### config.mk
export PLATFORM = sky130hd
export DESIGN_NAME = alu_seq_6502
export DESIGN_NICKNAME = d
export VERILOG_FILES = /design/src/rtl/alu_seq_6502.sv
export SDC_FILE = /design/constraint.sdc
export NUM_CORES = 1
export LEC_CHECK = 0
export BUFFER_PORTS_ARGS = -buffer_cell sky130_fd_sc_hd__buf_2
export CORE_MARGIN = 2
export CORE_UTILIZATION = 49
export DETAILED_ROUTE_END_ITERATION = 10
export PLACE_DENSITY = 0.77
export SLEW_MARGIN = 20
export SYNTH_ARGS = -nofsm -noshare
export SYNTH_HDL_FRONTEND = slang
export SYNTH_SLANG_ARGS = --single-unit
### constraint.sdc
create_clock -name clk -period 3.3 [get_ports clk]
set_input_delay 0.99 -clock clk [delete_from_list [all_inputs] [get_ports clk]]
set_output_delay 0.99 -clock clk [all_outputs]
set_load 0.005 [all_outputs]
### src/rtl/alu_seq_6502.sv
// ---------------------------------------------------------------------------
// alu_seq_6502 -- multi-byte arithmetic sequencer for a shared alu_6502.
//
// Runs 1..MAX_LEN byte ADD/SUB/ROL/ROR/OR/AND/XOR/PASS operations one byte
// at a time through an external alu_6502. Carry is chained between bytes;
// BCD add results are decimal-adjusted here from the ALU's hc/co outputs.
// ROR walks the operand MSB byte first, every other op LSB byte first.
//
// Handshakes: every channel uses strict valid/ready. A transfer happens on
// the rising clk edge where valid and ready are both high. The producer holds
// valid and its data stable until that edge. The ready side may change at
// any time and never depends combinationally on valid.
//
// Ports
//   clk, reset_n               clock, asynchronous active-low reset
//   cmd_valid/cmd_ready        command channel (ready only while idle)
//   cmd_op, cmd_len            operation select, byte count minus one
//   cmd_ci, cmd_bcd            initial carry, decimal mode (ADD only)
//   in_valid/in_ready          operand byte pair channel
//   in_a, in_b                 operand bytes (in_b unused by ROL/ROR/PASS)
//   out_valid/out_ready        result byte channel
//   out_data                   result byte
//   done                       one-cycle pulse after the last result byte
//   flag_c/z/n/v               final flags, valid from done until next cmd
//   alu_op/ai/bi/ci/bcd/right  drive the ALU inputs (only while executing)
//   alu_rdy                    ALU register enable, high for one cycle/byte
//   alu_out/co/v/hc            registered ALU results
// ---------------------------------------------------------------------------
module alu_seq_6502 #(
  parameter int MAX_LEN = 8,
  parameter int LEN_W   = 3
) (
  input  logic             clk,
  input  logic             reset_n,
  input  logic             cmd_valid,
  output logic             cmd_ready,
  input  logic [2:0]       cmd_op,
  input  logic [LEN_W-1:0] cmd_len,
  input  logic             cmd_ci,
  input  logic             cmd_bcd,
  input  logic             in_valid,
  output logic             in_ready,
  input  logic [7:0]       in_a,
  input  logic [7:0]       in_b,
  output logic             out_valid,
  input  logic             out_ready,
  output logic [7:0]       out_data,
  output logic             done,
  output logic             flag_c,
  output logic             flag_z,
  output logic             flag_n,
  output logic             flag_v,
  output logic [3:0]       alu_op,
  output logic [7:0]       alu_ai,
  output logic [7:0]       alu_bi,
  output logic             alu_ci,
  output logic             alu_bcd,
  output logic             alu_right,
  output logic             alu_rdy,
  input  logic [7:0]       alu_out,
  input  logic             alu_co,
  input  logic             alu_v,
  input  logic             alu_hc
);

  localparam logic [2:0] OP_ADD  = 3'b000;
  localparam logic [2:0] OP_SUB  = 3'b001;
  localparam logic [2:0] OP_ROL  = 3'b010;
  localparam logic [2:0] OP_ROR  = 3'b011;
  localparam logic [2:0] OP_OR   = 3'b100;
  localparam logic [2:0] OP_AND  = 3'b101;
  localparam logic [2:0] OP_XOR  = 3'b110;
  localparam logic [2:0] OP_PASS = 3'b111;

  // Highest byte index; the counter saturates here so it can never wrap.
  localparam logic [LEN_W-1:0] CNT_LAST = LEN_W'(MAX_LEN - 1);

  typedef enum logic [2:0] {
    S_IDLE    = 3'd0,
    S_WAIT_IN = 3'd1,
    S_EXEC    = 3'd2,
    S_CAPT    = 3'd3,
    S_EMIT    = 3'd4,
    S_FIN     = 3'd5
  } state_t;

  state_t state, state_nx;

  logic [2:0]       op_q;
  logic [LEN_W-1:0] len_q;
  logic [LEN_W-1:0] cnt_q;
  logic             bcd_q;
  logic             carry_q;
  logic             zacc_q;
  logic             n_q;
  logic             v_q;
  logic [7:0]       a_q;
  logic [7:0]       b_q;
  logic [7:0]       out_q;
  logic [7:0]       res_adj;
  logic             last_byte;

  assign last_byte = (cnt_q == len_q);
  assign out_data  = out_q;

  // State register
  always_ff @(posedge clk or negedge reset_n) begin
    if (!reset_n) state <= S_IDLE;
    else          state <= state_nx;
  end

  // Next state and state-decoded outputs
  always_comb begin
    state_nx  = state;
    cmd_ready = 1'b0;
    in_ready  = 1'b0;
    out_valid = 1'b0;
    done      = 1'b0;
    alu_rdy   = 1'b0;
    alu_op    = 4'b0000;
    alu_ai    = 8'h00;
    alu_bi    = 8'h00;
    alu_ci    = 1'b0;
    alu_bcd   = 1'b0;
    alu_right = 1'b0;
    case (state)
      S_IDLE: begin
        cmd_ready = 1'b1;
        if (cmd_valid) state_nx = S_WAIT_IN;
      end
      S_WAIT_IN: begin
        in_ready = 1'b1;
        if (in_valid) state_nx = S_EXEC;
      end
      S_EXEC: begin
        // ALU registers its result on the edge that ends this cycle.
        alu_rdy = 1'b1;
        alu_ai  = a_q;
        alu_bi  = b_q;
        alu_ci  = carry_q;
        alu_bcd = bcd_q;
        case (op_q)
          OP_ADD:  alu_op = 4'b0011;
          OP_SUB:  alu_op = 4'b0111;
          OP_ROL:  alu_op = 4'b1011;
          OP_ROR: begin
            alu_op    = 4'b1111;
            alu_right = 1'b1;
          end
          OP_OR:   alu_op = 4'b1100;
          OP_AND:  alu_op = 4'b1101;
          OP_XOR:  alu_op = 4'b1110;
          OP_PASS: alu_op = 4'b1111;
          default: alu_op = 4'b1111;
        endcase
        state_nx = S_CAPT;
      end
      S_CAPT: state_nx = S_EMIT;
      S_EMIT: begin
        out_valid = 1'b1;
        if (out_ready) state_nx = last_byte ? S_FIN : S_WAIT_IN;
      end
      S_FIN: begin
        done     = 1'b1;
        state_nx = S_IDLE;
      end
      default: state_nx = S_IDLE;
    endcase
  end

  // Decimal adjust: the ALU flags a decimal digit overflow through hc/co
  // but leaves the raw nibble sums in alu_out, so each flagged nibble gets +6.
  always_comb begin
    res_adj = alu_out;
    if (bcd_q) begin
      if (alu_hc) res_adj[3:0] = alu_out[3:0] + 4'd6;
      if (alu_co) res_adj[7:4] = alu_out[7:4] + 4'd6;
    end
  end

  // Command, operand and result datapath
  always_ff @(posedge clk or negedge reset_n) begin
    if (!reset_n) begin
      op_q    <= 3'b000;
      len_q   <= '0;
      cnt_q   <= '0;
      bcd_q   <= 1'b0;
      carry_q <= 1'b0;
      zacc_q  <= 1'b0;
      n_q     <= 1'b0;
      v_q     <= 1'b0;
      a_q     <= 8'h00;
      b_q     <= 8'h00;
      out_q   <= 8'h00;
      flag_c  <= 1'b0;
      flag_z  <= 1'b0;
      flag_n  <= 1'b0;
      flag_v  <= 1'b0;
    end else begin
      case (state)
        S_IDLE: begin
          if (cmd_valid) begin
            op_q    <= cmd_op;
            len_q   <= cmd_len;
            cnt_q   <= '0;
            bcd_q   <= cmd_bcd & (cmd_op == OP_ADD);
            carry_q <= cmd_ci;
            zacc_q  <= 1'b1;
            flag_c  <= 1'b0;
            flag_z  <= 1'b0;
            flag_n  <= 1'b0;
            flag_v  <= 1'b0;
          end
        end
        S_WAIT_IN: begin
          if (in_valid) begin
            a_q <= in_a;
            b_q <= in_b;
          end
        end
        S_CAPT: begin
          // op_q[2]==0 selects the carry-chaining ops (ADD/SUB/ROL/ROR).
          carry_q <= op_q[2] ? 1'b0 : alu_co;
          zacc_q  <= zacc_q & (res_adj == 8'h00);
          out_q   <= res_adj;
          n_q     <= res_adj[7];
          v_q     <= alu_v;
        end
        S_EMIT: begin
          if (out_ready) begin
            if (last_byte) begin
              flag_c <= carry_q;
              flag_z <= zacc_q;
              flag_n <= n_q;
              flag_v <= v_q;
            end else if (cnt_q != CNT_LAST) begin
              cnt_q <= cnt_q + LEN_W'(1);
            end
          end
        end
        default: ;
      endcase
    end
  end

endmodule

-- Yosys cells after proc, flatten, opt, wreduce, memory -nomap -nowiden
Index checks and enable logic that the tools add are counted.
- bits in registers: 45
- output and inout port bits: 40
- eq/ne operators: 20
- add/sub/neg operators: 3
- mux-type cells: 44
- bitwise gates (word level): 2
- reduce and logical (&&, ||, !) cells: 13
- operators by type and width (cell ; number):
    $pmux W4 S7 ; 1
    $mux W3 ; 8
    $mux W8 ; 3
    $mux W1 ; 21
    $eq A3 B3 Y1 const B ; 6
    $pmux W3 S5 ; 1
    $eq A3 B2 Y1 const B ; 4
    $mux W4 ; 3
    $ne A2 B2 Y1 const B ; 6
    $pmux W1 S2 ; 6
    $logic_not A3 Y1 ; 3
    $add A4 B3 Y4 const B ; 2
    $logic_not A8 Y1 ; 1
    $eq A3 B1 Y1 const B ; 2
    $pmux W3 S2 ; 1
    $reduce_and A2 Y1 ; 3
    $reduce_and A5 Y1 ; 1
    $reduce_and A4 Y1 ; 1
    $reduce_bool A2 Y1 ; 2
    $add A3 B1 Y3 const B ; 1
    $eq A3 B3 Y1 ; 1
    $ne A3 B3 Y1 const B ; 1
    $reduce_and A3 Y1 ; 1
    $and A1 B1 Y1 ; 2
    $reduce_or A2 Y1 ; 1

-- Logic depth before layout (Yosys ltp)
- depth in word-level cells: 6
- gate-level depth with buffers: 6
- depth with buffers taken out: 6

-- Least setup slack after synthesis
OpenSTA, ideal clock, no wires.
- kind: register -> output
- start point: register state[0]
- end point: output port alu_right
- stages on the path, launching flop included: 6
- slack: 1.104 ns
- data required time: 2.310 ns
- arrival: 1.206 ns
- path through: dfrtp_1 > buf_4 > nor2_1 > buf_2 > nand2_1 > nor4_1
- word-level cells in the longest chain between the ends: 2
- ends and longest elaborated chain (item ; RTL line ; RTL):
    start: declaration ; 87 ; state_t state, state_nx;
    start signal: assignment ; 109 ; else state <= state_nx;
    $eq A3 B2 Y1 ; 126 ; case (state)
    $mux W1 ; 126 ;
    end: declaration ; 58 ; output logic alu_right,
Every way passes these cells.

-- Final worst setup path
Same ends and word-level chain as after synthesis.

==> flow_summary.json <==
{
  "final_hold_viol_count": 0,
  "drive_above_1_share_pct": 44.4,
  "yosysMostFrequentCell": "dfrtp_1",
  "synth_simple_gate_area_share_pct": 19.3,
  "synth_compound_area_share_pct": 7.02,
  "yosysSeqAreaShare_pct": 48.3,
  "yosysTopAreaCell": "dfrtp_1",
  "leakagePower_uw": 0.00155,
  "synthTopCellsByArea": "dfrtp_1 (48%), mux2_2 (14%), and3_1 (6.9%)",
  "ctsHoldBuffers": 0,
  "h-tree-depth": 2,
  "dr_total_vias": 1760,
  "synth_common_cells": "dfrtp_1 (44), mux2_2 (29), and3_1 (25)",
  "root_buffer": "clkbuf_8",
  "tightest_slew_ps": 692,
  "ctsResizeCount": 0,
  "viasPerCell": 5.24,
  "ys_warn_count": 0,
  "critical_path_arrival_ps": 1690,
  "start_util_pct": 51.7,
  "wirelength_mm": 4.81,
  "cts_buffer_depth": 2,
  "async_flop_share_pct": 100,
  "grt_use_total_pct": 19.7,
  "cts.sinks": 44,
  "first_iter_violations": 75,
  "grt_pass1_vias": 1778,
  "tritoncts": "done",
  "pwr_density_cell_nw_per_um2": 837,
  "synth_xor_area_share_pct": 2.30,
  "outcome": "finished clean",
  "drv_slew": 0,
  "io_pins": 80,
  "worst_clock_skew_ps": 4.93,
  "rsz0062_at_grt": "false",
  "area_growth_pct": 24.4,
  "grt-ovfl-total": 0,
  "remaining_drc_errors": 0,
  "fmax_mhz": 374,
  "critPathLaunchType": "flop",
  "wl_per_cell_um": 14.3,
  "period_needed_ps": 2680,
  "post_cts_buffers": 0,
  "num_rows": 24,
  "placed_cells": 328,
  "core_area_um2": 4410,
  "ant_nets": 0,
  "syn_inst": 207,
  "hold_path_class": "flop to flop",
  "post_synth_instance_area_um2": 2280,
  "synthMuxAreaShare_pct": 15.7,
  "diodes": 0,
  "fin_crit_sh_pct": 81.1,
  "dpl.hpwl_mm": 3.56,
  "peakVddDrop_uv": 472,
  "path_class": "flop to output pin",
  "dr.pass1.iters": 4,
  "max-slew-margin-rel_pct": 53.7,
  "synth-edff-count": 0,
  "die_w_um": 72.2,
  "tns_ps": 0,
  "cts_made_buffers": 5,
  "grt_max_degree": 45,
  "die_h_um": 72.2,
  "stdcell_count": 336,
  "nNetsFinal": 328,
  "synth_top_cell_area_share_pct": 48.3,
  "synth-adder-area-share_pct": 2.19,
  "synth_fp_nets": 251,
  "routabilityCongestion": 0.754,
  "portBuffers": 79,
  "die_area_um2": 5220,
  "syn_area_per_cell_um2": 11.0,
  "grt_pass1_wl_mm": 8.02,
  "synth_top_family_by_area": "simple AND/OR/NAND/NOR gates",
  "finalSetupViolations": 0,
  "ys.flop_type": "dfrtp_1",
  "clk_latency_ps": 290,
  "cp_max_fo": 12,
  "end_kind": "output pin",
  "maxCapViolCount": 0,
  "ys_types": 35,
  "synth_seq_cells": 44,
  "critPathRequiredTime_ps": 2310,
  "clk_pin_slew_ps": 80,
  "antenna_found_initial": 0
}
==> critical path, cell delays in order, from the launching register on <==
cell	delay [ps]
dfrtp_1	550
nor2_1	280
nand2_1	190
nor4_1	210
buf_2	150
==> metrics by stage <==
step           util (%)  hold WS, ps  instance area, um^2  power, uW  worst slack, ps
2_1_floorplan         -          450                 2280       1610             1100
3_3_place_gp       60.9          463                 2690       1870             1050
3_5_place_dp       60.9          468                 2690       1920              958
4_1_cts            63.8          486                 2820       2400              622
5_1_grt            64.3          506                 2840       2560              496
6_report           64.3          481                 2840       2370              624
==> final timing paths <==
check | from | endpoint | slack [ps] | cells after the start
worst max-delay path | state[0] | alu_right | 620 | 4
worst min-delay path | out_data[5] | out_data[5] | 480 | 2
worst max register to register | state[1] | flag_n | 1340 | 5
min in group asynchronous | reset_n | a_q[5] | 560 | 1
max in group asynchronous | reset_n | a_q[0] | 2270 | 2
worst min register to register | out_data[5] | out_data[5] | 480 | 2
==> cells by family after synthesis <==
| family | Yosys count |
|---|---|
| AND/OR/NAND/NOR | 71 |
| flip-flops | 44 |
| buffers and inverters | 23 |
| XOR/XNOR | 6 |
| adder cells (fa/ha/maj) | 4 |
| multiplexers | 32 |
| AO/OA/AOI/OAI | 27 |
==> layout by cell type, fill, tap and decap left out, types with 3 or more instances in the layout <==
cell	netlist	routed
mux2_2	29	29
nand3b_1	3	3
buf_2	4	79
nand2_1	17	17
xnor2_1	4	4
inv_1	9	9
dfrtp_1	44	44
ha_1	4	4
clkbuf_8	0	5
a21oi_1	11	11
o21ai_0	11	11
nand3_1	3	3
and3_1	25	25
nor2_1	6	6
buf_4	3	4
nor4_1	4	4
==> where the power goes <==
part	leakage (uW)	total, uW	switching (uW)	internal, uW
Sequential	0.000542	959	175	784
Clock	0.0000642	471	174	298
Combinational	0.000944	943	459	485
Total	0.00155	2370	807	1570
==> area by class of cell <==
class | instances | area, um^2
inverters | 9 | 33.8
flip-flops and latches | 44 | 1100
multi-input cells | 140 | 1060
repair buffers | 84 | 445
clock inverters | 2 | 60.1
well taps | 52 | 65.1
clock buffers | 5 | 68.8
fillers | 383 | 1580
==> flip-flops by register name, indices dropped and copies added, names as in the netlist, 3 cells and up <==
| register | cells |
|---|---|
| len_q | 3 |
| a_q | 8 |
| out_data | 8 |
| op_q | 3 |
| cnt_q | 3 |
| state | 3 |
| b_q | 8 |
==> routing by layer <==
layer,vias to the layer above,wire (um),track usage (%)
li1,879,-,-
met1,832,2010,24.5
met2,43,2490,32.7
met3,6,264,6.81
met4,0,53,5.45
met5,-,0,0
(Power assumes the default switching activity.)
